<file path="src/rtl/note_tone_gen_if.sv">
// rtl/note_tone_gen_if.sv - note command handshake between melody sequencer and tone generator
//
// Signals:
//   note_valid  sequencer -> generator  note command present
//   note_ready  generator -> sequencer  generator can accept a command
//   note_code   sequencer -> generator  4-bit pitch code (0 and 15 are rests)
//   note_beats  sequencer -> generator  4-bit duration in beats
// Modports: master (sequencer side), slave (tone generator side).
interface note_tone_gen_if;
  logic       note_valid;
  logic       note_ready;
  logic [3:0] note_code;
  logic [3:0] note_beats;

  modport master (
    output note_valid,
    output note_code,
    output note_beats,
    input  note_ready
  );

  modport slave (
    input  note_valid,
    input  note_code,
    input  note_beats,
    output note_ready
  );
endinterface

</file>
<file path="src/rtl/note_tone_gen.sv">
// rtl/note_tone_gen.sv - note command to square-wave tone generator for the speaker pin
//
// Accepts one note per handshake and, for beats * BEAT_CYCLES clocks, drives a
// 50 % square wave at the note's pitch (or holds low for rests), then pulses
// note_done for one cycle.
//
// Parameters:
//   CLK_HZ       system clock frequency, used to derive the half-period divisors
//   BEAT_CYCLES  clocks per beat
// Ports:
//   clk        system clock, rising edge
//   rst_n      asynchronous active-low reset
//   note       note command handshake (slave side)
//   speaker    registered square-wave output
//   busy       registered, high while a note is playing
//   note_done  registered one-cycle pulse at the end of each accepted note
module note_tone_gen #(
  parameter int unsigned CLK_HZ      = 100_000_000,
  parameter int unsigned BEAT_CYCLES = 25_000_000
) (
  input  logic           clk,
  input  logic           rst_n,
  note_tone_gen_if.slave note,
  output logic           speaker,
  output logic           busy,
  output logic           note_done
);

  // C4 (code 1) has the lowest pitch and therefore the largest divisor.
  localparam int unsigned DIV_MAX = CLK_HZ / (2 * 262);
  localparam int          DIV_W   = (DIV_MAX > 1) ? $clog2(DIV_MAX + 1) : 1;
  localparam int          CYC_W   = (BEAT_CYCLES > 1) ? $clog2(BEAT_CYCLES) : 1;
  localparam logic [CYC_W-1:0] CYC_LAST = CYC_W'(BEAT_CYCLES - 1);

  // Every entry is a constant expression, so this folds into a small lookup table.
  function automatic logic [DIV_W-1:0] half_div(input logic [3:0] code);
    case (code)
      4'd1:    half_div = DIV_W'(CLK_HZ / (2 * 262));
      4'd2:    half_div = DIV_W'(CLK_HZ / (2 * 294));
      4'd3:    half_div = DIV_W'(CLK_HZ / (2 * 330));
      4'd4:    half_div = DIV_W'(CLK_HZ / (2 * 349));
      4'd5:    half_div = DIV_W'(CLK_HZ / (2 * 392));
      4'd6:    half_div = DIV_W'(CLK_HZ / (2 * 440));
      4'd7:    half_div = DIV_W'(CLK_HZ / (2 * 494));
      4'd8:    half_div = DIV_W'(CLK_HZ / (2 * 523));
      4'd9:    half_div = DIV_W'(CLK_HZ / (2 * 587));
      4'd10:   half_div = DIV_W'(CLK_HZ / (2 * 659));
      4'd11:   half_div = DIV_W'(CLK_HZ / (2 * 698));
      4'd12:   half_div = DIV_W'(CLK_HZ / (2 * 784));
      4'd13:   half_div = DIV_W'(CLK_HZ / (2 * 880));
      4'd14:   half_div = DIV_W'(CLK_HZ / (2 * 988));
      // Rests never toggle; a divisor of 1 keeps the half-period counter sane.
      default: half_div = DIV_W'(1);
    endcase
  endfunction

  typedef enum logic {
    IDLE,
    PLAY
  } state_t;

  state_t            state_q;
  logic [3:0]        code_q;
  logic [3:0]        beats_q;
  logic [3:0]        beat_cnt_q;
  logic [DIV_W-1:0]  div_q;
  logic [DIV_W-1:0]  half_cnt_q;
  logic [CYC_W-1:0]  cyc_cnt_q;
  logic              speaker_q;
  logic              busy_q;
  logic              done_q;

  logic rest;
  logic note_end;

  assign rest     = (code_q == 4'd0) || (code_q == 4'hF);
  // Last clock of the last beat; beats_q is never 0 while in PLAY.
  assign note_end = (cyc_cnt_q == CYC_LAST) && (beat_cnt_q == beats_q - 4'd1);

  assign note.note_ready = (state_q == IDLE);
  assign speaker         = speaker_q;
  assign busy            = busy_q;
  assign note_done       = done_q;

  always_ff @(posedge clk or negedge rst_n) begin
    if (!rst_n) begin
      state_q    <= IDLE;
      code_q     <= 4'd0;
      beats_q    <= 4'd0;
      beat_cnt_q <= 4'd0;
      div_q      <= '0;
      half_cnt_q <= '0;
      cyc_cnt_q  <= '0;
      speaker_q  <= 1'b0;
      busy_q     <= 1'b0;
      done_q     <= 1'b0;
    end else begin
      done_q <= 1'b0;
      case (state_q)
        IDLE: begin
          speaker_q <= 1'b0;
          if (note.note_valid) begin
            code_q     <= note.note_code;
            beats_q    <= note.note_beats;
            div_q      <= half_div(note.note_code);
            half_cnt_q <= '0;
            cyc_cnt_q  <= '0;
            beat_cnt_q <= 4'd0;
            if (note.note_beats != 4'd0) begin
              state_q <= PLAY;
              busy_q  <= 1'b1;
            end else begin
              // Zero-length note: acknowledge silently and stay ready.
              done_q <= 1'b1;
            end
          end
        end

        PLAY: begin
          if (half_cnt_q == div_q - 1'b1) begin
            half_cnt_q <= '0;
            if (!rest) begin
              speaker_q <= ~speaker_q;
            end
          end else begin
            half_cnt_q <= half_cnt_q + 1'b1;
          end

          if (cyc_cnt_q == CYC_LAST) begin
            cyc_cnt_q  <= '0;
            beat_cnt_q <= beat_cnt_q + 4'd1;
          end else begin
            cyc_cnt_q <= cyc_cnt_q + 1'b1;
          end

          // Ending the note wins over any toggle scheduled for the same edge.
          if (note_end) begin
            speaker_q <= 1'b0;
            busy_q    <= 1'b0;
            done_q    <= 1'b1;
            state_q   <= IDLE;
          end
        end

        default: state_q <= IDLE;
      endcase
    end
  end

endmodule
</file>
<file path="src/flat_wrapper.sv">
// flat-port wrapper written by rule: the top's interface ports become plain ports
module note_tone_gen_flat 
#(
  parameter int unsigned CLK_HZ      = 100_000_000,
  parameter int unsigned BEAT_CYCLES = 25_000_000
)
  (clk, rst_n, speaker, busy, note_done, note_note_valid, note_note_code, note_note_beats, note_note_ready);
  note_tone_gen_if note_i ();
  input  logic clk;
  input  logic rst_n;
  output logic speaker;
  output logic busy;
  output logic note_done;
  input wire logic [$bits(note_i.note_valid)-1:0] note_note_valid;
  input wire logic [$bits(note_i.note_code)-1:0] note_note_code;
  input wire logic [$bits(note_i.note_beats)-1:0] note_note_beats;
  output wire logic [$bits(note_i.note_ready)-1:0] note_note_ready;
  assign note_i.note_valid = note_note_valid;
  assign note_i.note_code = note_note_code;
  assign note_i.note_beats = note_note_beats;
  assign note_note_ready = note_i.note_ready;
  note_tone_gen #(.CLK_HZ(CLK_HZ), .BEAT_CYCLES(BEAT_CYCLES)) u_core (.clk(clk), .rst_n(rst_n), .note(note_i), .speaker(speaker), .busy(busy), .note_done(note_done));
endmodule
</file>
<file path="config.mk">
export PLATFORM = sky130hd
export DESIGN_NAME = note_tone_gen_flat
export DESIGN_NICKNAME = d
export VERILOG_FILES = /design/src/rtl/note_tone_gen_if.sv /design/src/rtl/note_tone_gen.sv /design/src/flat_wrapper.sv
export SDC_FILE = /design/constraint.sdc
export NUM_CORES = 1
export LEC_CHECK = 0
export ABC_AREA = 1
export CAP_MARGIN = 5
export CORE_AREA = 10 10 143 145
export CTS_CLUSTER_SIZE = 20
export DETAILED_ROUTE_END_ITERATION = 10
export DIE_AREA = 0 0 153 155
export PLACE_DENSITY = 0.42
export SLEW_MARGIN = 20
export SYNTH_ARGS = -nofsm -noshare
export SYNTH_HDL_FRONTEND = slang
export SYNTH_SLANG_ARGS = --single-unit
</file>
<file path="constraint.sdc">
create_clock -name clk -period 2.75 [get_ports clk]
set_input_delay 0.825 -clock clk [delete_from_list [all_inputs] [get_ports clk]]
set_output_delay 0.825 -clock clk [all_outputs]
set_load 0.02 [all_outputs]
</file>
==> results_dict.tcl <==
set metrics [dict create \
    maximum_number_of_pins_on_one_net_before_global_route_repair 67 \
    cts_hold_buf 0 \
    hold-worst-slack_ps 331 \
    dp_hpwl_um 10700 \
    num_vias 4566 \
    synthesis.yosys.warnings 0 \
    finalWorstPathRequiredPeriod_ps 2350 \
    setup_viol_count_final 0 \
    area_of_the_core_region_um2 17700 \
    outcome "complete, no violations" \
    worst-setup-path-type "flip-flop to output port" \
    synthesis.nets 722 \
    post-route-util_pct 33.8 \
    post_synth_and_or_nand_nor_area_fraction_pct 33.6 \
    final_critical_path_setup_slack_ps 401 \
    drt_pre_antenna_iters 4 \
    final-seq-area_um2 1930 \
    synth_top_cells_by_area "dfrtp_1 37%, nand2_1 11%, inv_1 6.3%, nor2_1 4.8%, nand3_1 4.7%" \
    groute.layer.met3.usage_pct 2.59 \
    synth_cell_type_count 46 \
    power_density_nw_per_um2 508 \
    maxSlewViolCount 0 \
    muxShareOfSynthArea_pct 0.192 \
    switching_power_mw 0.906 \
    cts_setup_buffers 0 \
    layout_worst_path_cycle_share_pct 85.4 \
    routed_wl_um 14300 \
    yosysTopAreaCellShare_pct 36.9 \
    grt_setup_unrepaired "no" \
    fin_nets 743 \
    ioPinCount 15 \
    final_area_um2 5970 \
    netlist_area_um2 5220 \
    placement.cell_area_um2 5670 \
    power_report.internal_total_mw 2.13 \
    clkSinkCount 77 \
    gr-total-overflow 0 \
    number_of_design_rule_violations_left_after_detail_routing 0 \
    ys_seq_area_share_pct 36.9 \
    busiest_layer "met2" \
    dieArea_um2 23700 \
    detail_route.vias_per_cell 4.79 \
    vdd.ir_drop.worst_mv 0.292 \
    worst-endpoint-required_ps 1930 \
    die-height_um 155 \
    syn-mean-instance-area_um2 7.46 \
    cts.htree.levels 3 \
    syn_inst 699 \
    fin_total_pwr_mw 3.03 \
    start_util_pct 29.5 \
    clock_latency_ps 340 \
    routedWlPerCell_um 15.0 \
    met1_usage_pct 15.3 \
    route.antenna.remaining_nets 0 \
    use_met2_pct 20.9 \
    die_w_um 153 \
    ctsRootBufferMaster "clkbuf_16" \
    fillCellCount 1907 \
    cts-buffers-inserted 9 \
    gp_congestion 0.847 \
    share_of_cells_above_drive_strength_1_pct 12.0 \
    cellLeakagePower_nw 2.69 \
    antenna-diode-count 0 \
    synth.ff_latch_count 77 \
    worstSetupStartpointType "flip-flop" \
    placement_rows 49 \
    timing.max_cap.violations 0 \
    fin_tns_setup_ps 0 \
    yosys.cell_count.top_type "nand2_1" \
    postSynth.topFlopCell "dfrtp_1" \
    dominant_combinational_cell_family_by_area_after_synthesis "simple AND/OR/NAND/NOR gates" \
    clkTransAtPathRegs_ps 60 \
    global_route.usage.total_pct 12.2 \
    place.detailed.instances 938 \
    post_synth_adder_cell_area_pct 2.88 \
    tritoncts "done" \
    tightest_slew_ps 485 \
    final.setup_skew_ps 9.97 \
    finalHoldViolCount 0 \
    power_frac_seq_pct 43.1 \
    worstHoldPathType "input port to asynchronous set/reset pin" \
    synth-edff-count 0 \
    multi_input_comb_area_um2 2860 \
    synth-compound-area-share_pct 12.1 \
    cts-resized-gates 0 \
    portBuffers 14 \
    fin_cells 954 \
    crit_fanout 7 \
    xor_xnor_share_of_the_synthesized_area_pct 6.04 \
    fmax_mhz 426 \
    vias_in_the_first_global_route 4589 \
    worstSetupEndpointType "output port" \
    critical_path_arrival_ps 1520 \
    power.share.switching_pct 29.9 \
    drt_first_iter_violations 228 \
    combPwrFrac_pct 16.2 \
    clockPowerShare_pct 40.7 \
    dpl_worst_slack_ps 321 \
    global_route_wire_length_before_repair_um 23900 \
    flow.area_growth_from_synthesis_pct 14.4 \
    clk_path_buf_depth 2 \
    async_flop_share_pct 100 \
    ys_top_cells_by_count "146 x nand2_1, 87 x inv_1, 77 x dfrtp_1" \
    synth.largest_area_cell "dfrtp_1" \
    timing.max_slew.rel_slack_pct 67.4 \
    grt_antenna_before_repair 0 \
]
[layout by cell type (no fill, tap or decap), drive strengths merged, types with 13 or more instances in the layout]
cell type      count
xnor2             13
o21ai             64
dfrtp             77
nand4             23
nand3             62
xor2              23
inv               94
clkdlybuf4s50     13
buf               13
nor2              85
nand2            154
[power by group through the flow]
stage          clock network [mW]  logic (mW)  registers (mW)
2_1_floorplan                   0       0.366            1.29
3_3_place_gp                    0       0.486            1.33
3_5_place_dp                    0       0.494            1.33
4_1_cts                      1.27       0.497            1.31
5_1_grt                      1.33       0.561            1.32
6_report                     1.23       0.493            1.31
[critical path, stage by stage, from the launching register on]
cell and delay, ps:
dfrtp_1 390, inv_2 160, clkdlybuf4s50_1 640
[worst paths after layout]
path                                    from                     to  slack, ps  cells past startpoint
setup reg to reg             u_core.div_q[0]  u_core.half_cnt_q[10]        400                     13
setup / recovery              u_core.state_q        note_note_ready        400                      2
max in group asynchronous              rst_n   u_core.beat_cnt_q[3]       1800                      2
min in group clk           u_core.beats_q[3]      u_core.beats_q[3]        500                      2
hold / removal                         rst_n   u_core.half_cnt_q[5]        330                      1
hold reg to reg            u_core.beats_q[3]      u_core.beats_q[3]        500                      2
[state kept, by name, indices dropped and copies added, names as in the netlist]
| name | cells |
|---|---|
| u_core.note_done | 1 |
| u_core.beat_cnt_q | 4 |
| u_core.code_q | 4 |
| u_core.speaker | 1 |
| u_core.cyc_cnt_q | 25 |
| u_core.beats_q | 4 |
| u_core.state_q | 1 |
| u_core.half_cnt_q | 18 |
| u_core.div_q | 18 |
| u_core.busy | 1 |
[layer usage]
metal	part of all wire (%)	vias up
li1	-	2352
met1	48	2146
met2	48	61
met3	3.1	7
met4	0.83	0
met5	0	-
[cells by family after synthesis]
group                    Yosys count
adder cells (fa/ha/maj)           12
multiplexers                       1
XOR/XNOR                          36
buffers and inverters            111
flip-flops                        77
AO/OA/AOI/OAI                    110
AND/OR/NAND/NOR                  352
[area by class of cell]
| type | count | area share [%] |
|---|---|---|
| well taps | 229 | 4.80 |
| clock inverters | 6 | 1.05 |
| repair buffers | 26 | 4.02 |
| flip-flops and latches | 77 | 32.3 |
| multi-input cells | 511 | 47.9 |
| clock buffers | 10 | 4.00 |
| inverters | 95 | 5.97 |
Note: power is estimated with default switching activity, not from simulation.
==> edit: new RTL, same settings <==
`BEAT_CYCLES` is set to 25_000_000 in 2 places; all go to 6_250_000.
--- a/src/rtl/note_tone_gen.sv
+++ b/src/rtl/note_tone_gen.sv
@@ -16,7 +16,7 @@
 //   note_done  registered one-cycle pulse at the end of each accepted note
 module note_tone_gen #(
   parameter int unsigned CLK_HZ      = 100_000_000,
-  parameter int unsigned BEAT_CYCLES = 25_000_000
+  parameter int unsigned BEAT_CYCLES = 6_250_000
 ) (
   input  logic           clk,
   input  logic           rst_n,
--- a/src/flat_wrapper.sv
+++ b/src/flat_wrapper.sv
@@ -2,7 +2,7 @@
 module note_tone_gen_flat 
 #(
   parameter int unsigned CLK_HZ      = 100_000_000,
-  parameter int unsigned BEAT_CYCLES = 25_000_000
+  parameter int unsigned BEAT_CYCLES = 6_250_000
 )
   (clk, rst_n, speaker, busy, note_done, note_note_valid, note_note_code, note_note_beats, note_note_ready);
   note_tone_gen_if note_i ();
Behaviour: same outputs for any inputs over 10 cycles, from zero or initial values and one cycle with rst_n low; that may be too few to reach the edited logic, so the function may still have changed.
==> edit against the original RTL <==
- sequential cell count is 2 lower
- critical path type unchanged
- cell area is 3.1% lower
- fmax is 5.5% higher
- worst setup slack gained 0.12 ns
- sequential power is 3% lower
- final cell count decreased by 3.4%
- routed wire length decreased by 6.6%
- total power fell by 3.9%
- area after synthesis fell by 3.9%
==> edit: results (changes against the original RTL) <==
- The flow ran to the end, and the final reports show no timing, DRC or antenna violations.
- The share of the yosys chip area belonging to registers was 37.4% (+0.50 points).
- The net count reported at finish is 711 (-4.3%).
- The number of global-route vias before repair is 4531 (-1.3%).
- The number of antenna violations at the first check in global routing is 0 (unchanged).
- The core box area was 17700 sq um (unchanged).
- The main flop type after synthesis is sky130_fd_sc_hd__dfrtp_1.
- The peak supply drop is 0.285 mV (-2.4%).
- The via count of the routed design was 4347 (-4.8%).
- The endpoint arrival time on the critical path is 1.40 ns (-0.12 ns).
- The routed wire length is 13300 um (-6.6%).
- The deepest clock path buffer count came to 2 (unchanged).
- The detailed-placement wirelength estimate is 10100 um (-5.1%).
- The proportion of layout cells with a drive suffix above 1 came to 11.8% (-0.17 points).
- The count of buffers added by post-CTS timing repair for setup is 0 (unchanged).
- The leakage dissipation is 2.64 nW (-1.5%).
- The antenna diode count is 0 (unchanged).
- Sorting the synthesized cells by how often they occur yields sky130_fd_sc_hd__nand2_1, sky130_fd_sc_hd__inv_1, sky130_fd_sc_hd__dfrtp_1, sky130_fd_sc_hd__nor2_1, sky130_fd_sc_hd__o21ai_0.
- The count of warnings emitted by yosys came to 0 (unchanged).
- The pin count of the biggest net entering global routing is 40 (-40%).
- In this run the critical register-to-register path is launched from u_core.div_q[0]$_DFFE_PN0P_.
- The global-route total usage across every layer came to 11.8% (-0.48 points).
- The maximum fanout along the worst path is 2 (-5).
- The starting DRC count in detailed routing is 226 (-0.88%).
- The cell type group with the largest total delay on the critical path is buffers and inverters.
- The maximum single-stage delay on the critical path is 0.62 ns (-0.02 ns).
- The remaining max-slew budget at the tightest pin is 63.1% (-4.3 points).
- By area the synthesized netlist is led by sky130_fd_sc_hd__dfrtp_1, sky130_fd_sc_hd__nand2_1, sky130_fd_sc_hd__inv_1.
- In the final layout, the registers with the most flip-flops are u_core.cyc_cnt_q: 23 flops, u_core.div_q: 18 flops, u_core.half_cnt_q: 18 flops.
- The first-pass GRT wire length is 23200 um (-3.2%).
- The clock tree skew after final layout is 0.00741 ns (-0.00256 ns).
- The critical path starts at u_core.state_q$_DFF_PN0_.
- The worst hold-check path type is in -> async.
- The synthesized net count is 687 (-4.8%).
- The last weighted congestion value of the routability-driven placer was 0.836 (-1.2%).
- The count of different cell masters after synthesis is 45 (-2.2%).
- The count of filler cells inserted in the layout is 1895 (-0.63%).
==> edit: changes by cell type after synthesis, moves of 4 or more <==
cell | unedited run | this run
sky130_fd_sc_hd__nand3_1 | 49 | 31
sky130_fd_sc_hd__o21ai_0 | 48 | 37
sky130_fd_sc_hd__nand2_1 | 146 | 154
sky130_fd_sc_hd__o21ai_1 | 16 | 12
sky130_fd_sc_hd__nand4_1 | 22 | 16
sky130_fd_sc_hd__nand3b_1 | 3 | 11
sky130_fd_sc_hd__inv_1 | 87 | 81
sky130_fd_sc_hd__a21oi_1 | 11 | 17
sky130_fd_sc_hd__a31oi_1 | 8 | 3
sky130_fd_sc_hd__nor2_1 | 67 | 59
sky130_fd_sc_hd__xor2_1 | 23 | 29
sky130_fd_sc_hd__o21ai_2 | 0 | 6
sky130_fd_sc_hd__nor3_1 | 8 | 12
==> edit: layout make-up <==
class | instances | share of cell area (%)
timing repair buffer | 30 | 4.46
tap | 229 | 4.95
sequential | 75 | 32.5
inverter | 87 | 5.65
clock buffer | 12 | 4.44
clock inverter | 4 | 0.844
multi-input combinational | 485 | 47.2
==> edit: logic make-up after synthesis <==
family | synth area share [%]
AND/OR/NAND/NOR | 31.7
buffers and inverters | 8.14
flip-flops | 37.4
adder cells (fa/ha/maj) | 3.00
XOR/XNOR | 7.26
AO/OA/AOI/OAI | 12.4
==> edit: final timing paths <==
| path | end | slack, ns |
|---|---|---|
| worst max-delay path | note_note_ready | 0.52 |
| worst min-delay path | u_core.div_q[9]$_DFFE_PN0P_ | 0.47 |
| worst max register to register | u_core.half_cnt_q[10]$_DFFE_PN0P_ | 0.56 |
| worst min register to register | u_core.busy$_DFFE_PN0P_ | 0.48 |
| max in group asynchronous | u_core.half_cnt_q[17]$_DFFE_PN0P_ | 1.65 |
| min in group clk | u_core.busy$_DFFE_PN0P_ | 0.48 |
==> edit: metal layers <==
layer	track usage [%]	part of all wire (%)
met1	15.9	51
met3	1.93	2.7
met4	4.36	1.9
met5	0	0
met2	18.4	45
==> edit: through the flow <==
| step | total power [mW] | setup slack, ns | cell area (sq um) | instances |
|---|---|---|---|---|
| 2_1_floorplan | 1.58 | 0.858 | 5010 | 664 |
| 3_3_place_gp | 1.73 | 0.313 | 5480 | 906 |
| 3_5_place_dp | 1.73 | 0.304 | 5480 | 906 |
| 4_1_cts | 2.98 | 0.484 | 5780 | 922 |
| 5_1_grt | 3.09 | 0.326 | 5780 | 922 |
| 6_report | 2.92 | 0.523 | 5780 | 922 |
==> edit: report_power, final <==
part	total (mW)	internal [mW]	switching [mW]
combinational	0.432	0.186	0.246
clock	1.22	0.751	0.465
sequential	1.27	1.17	0.0974
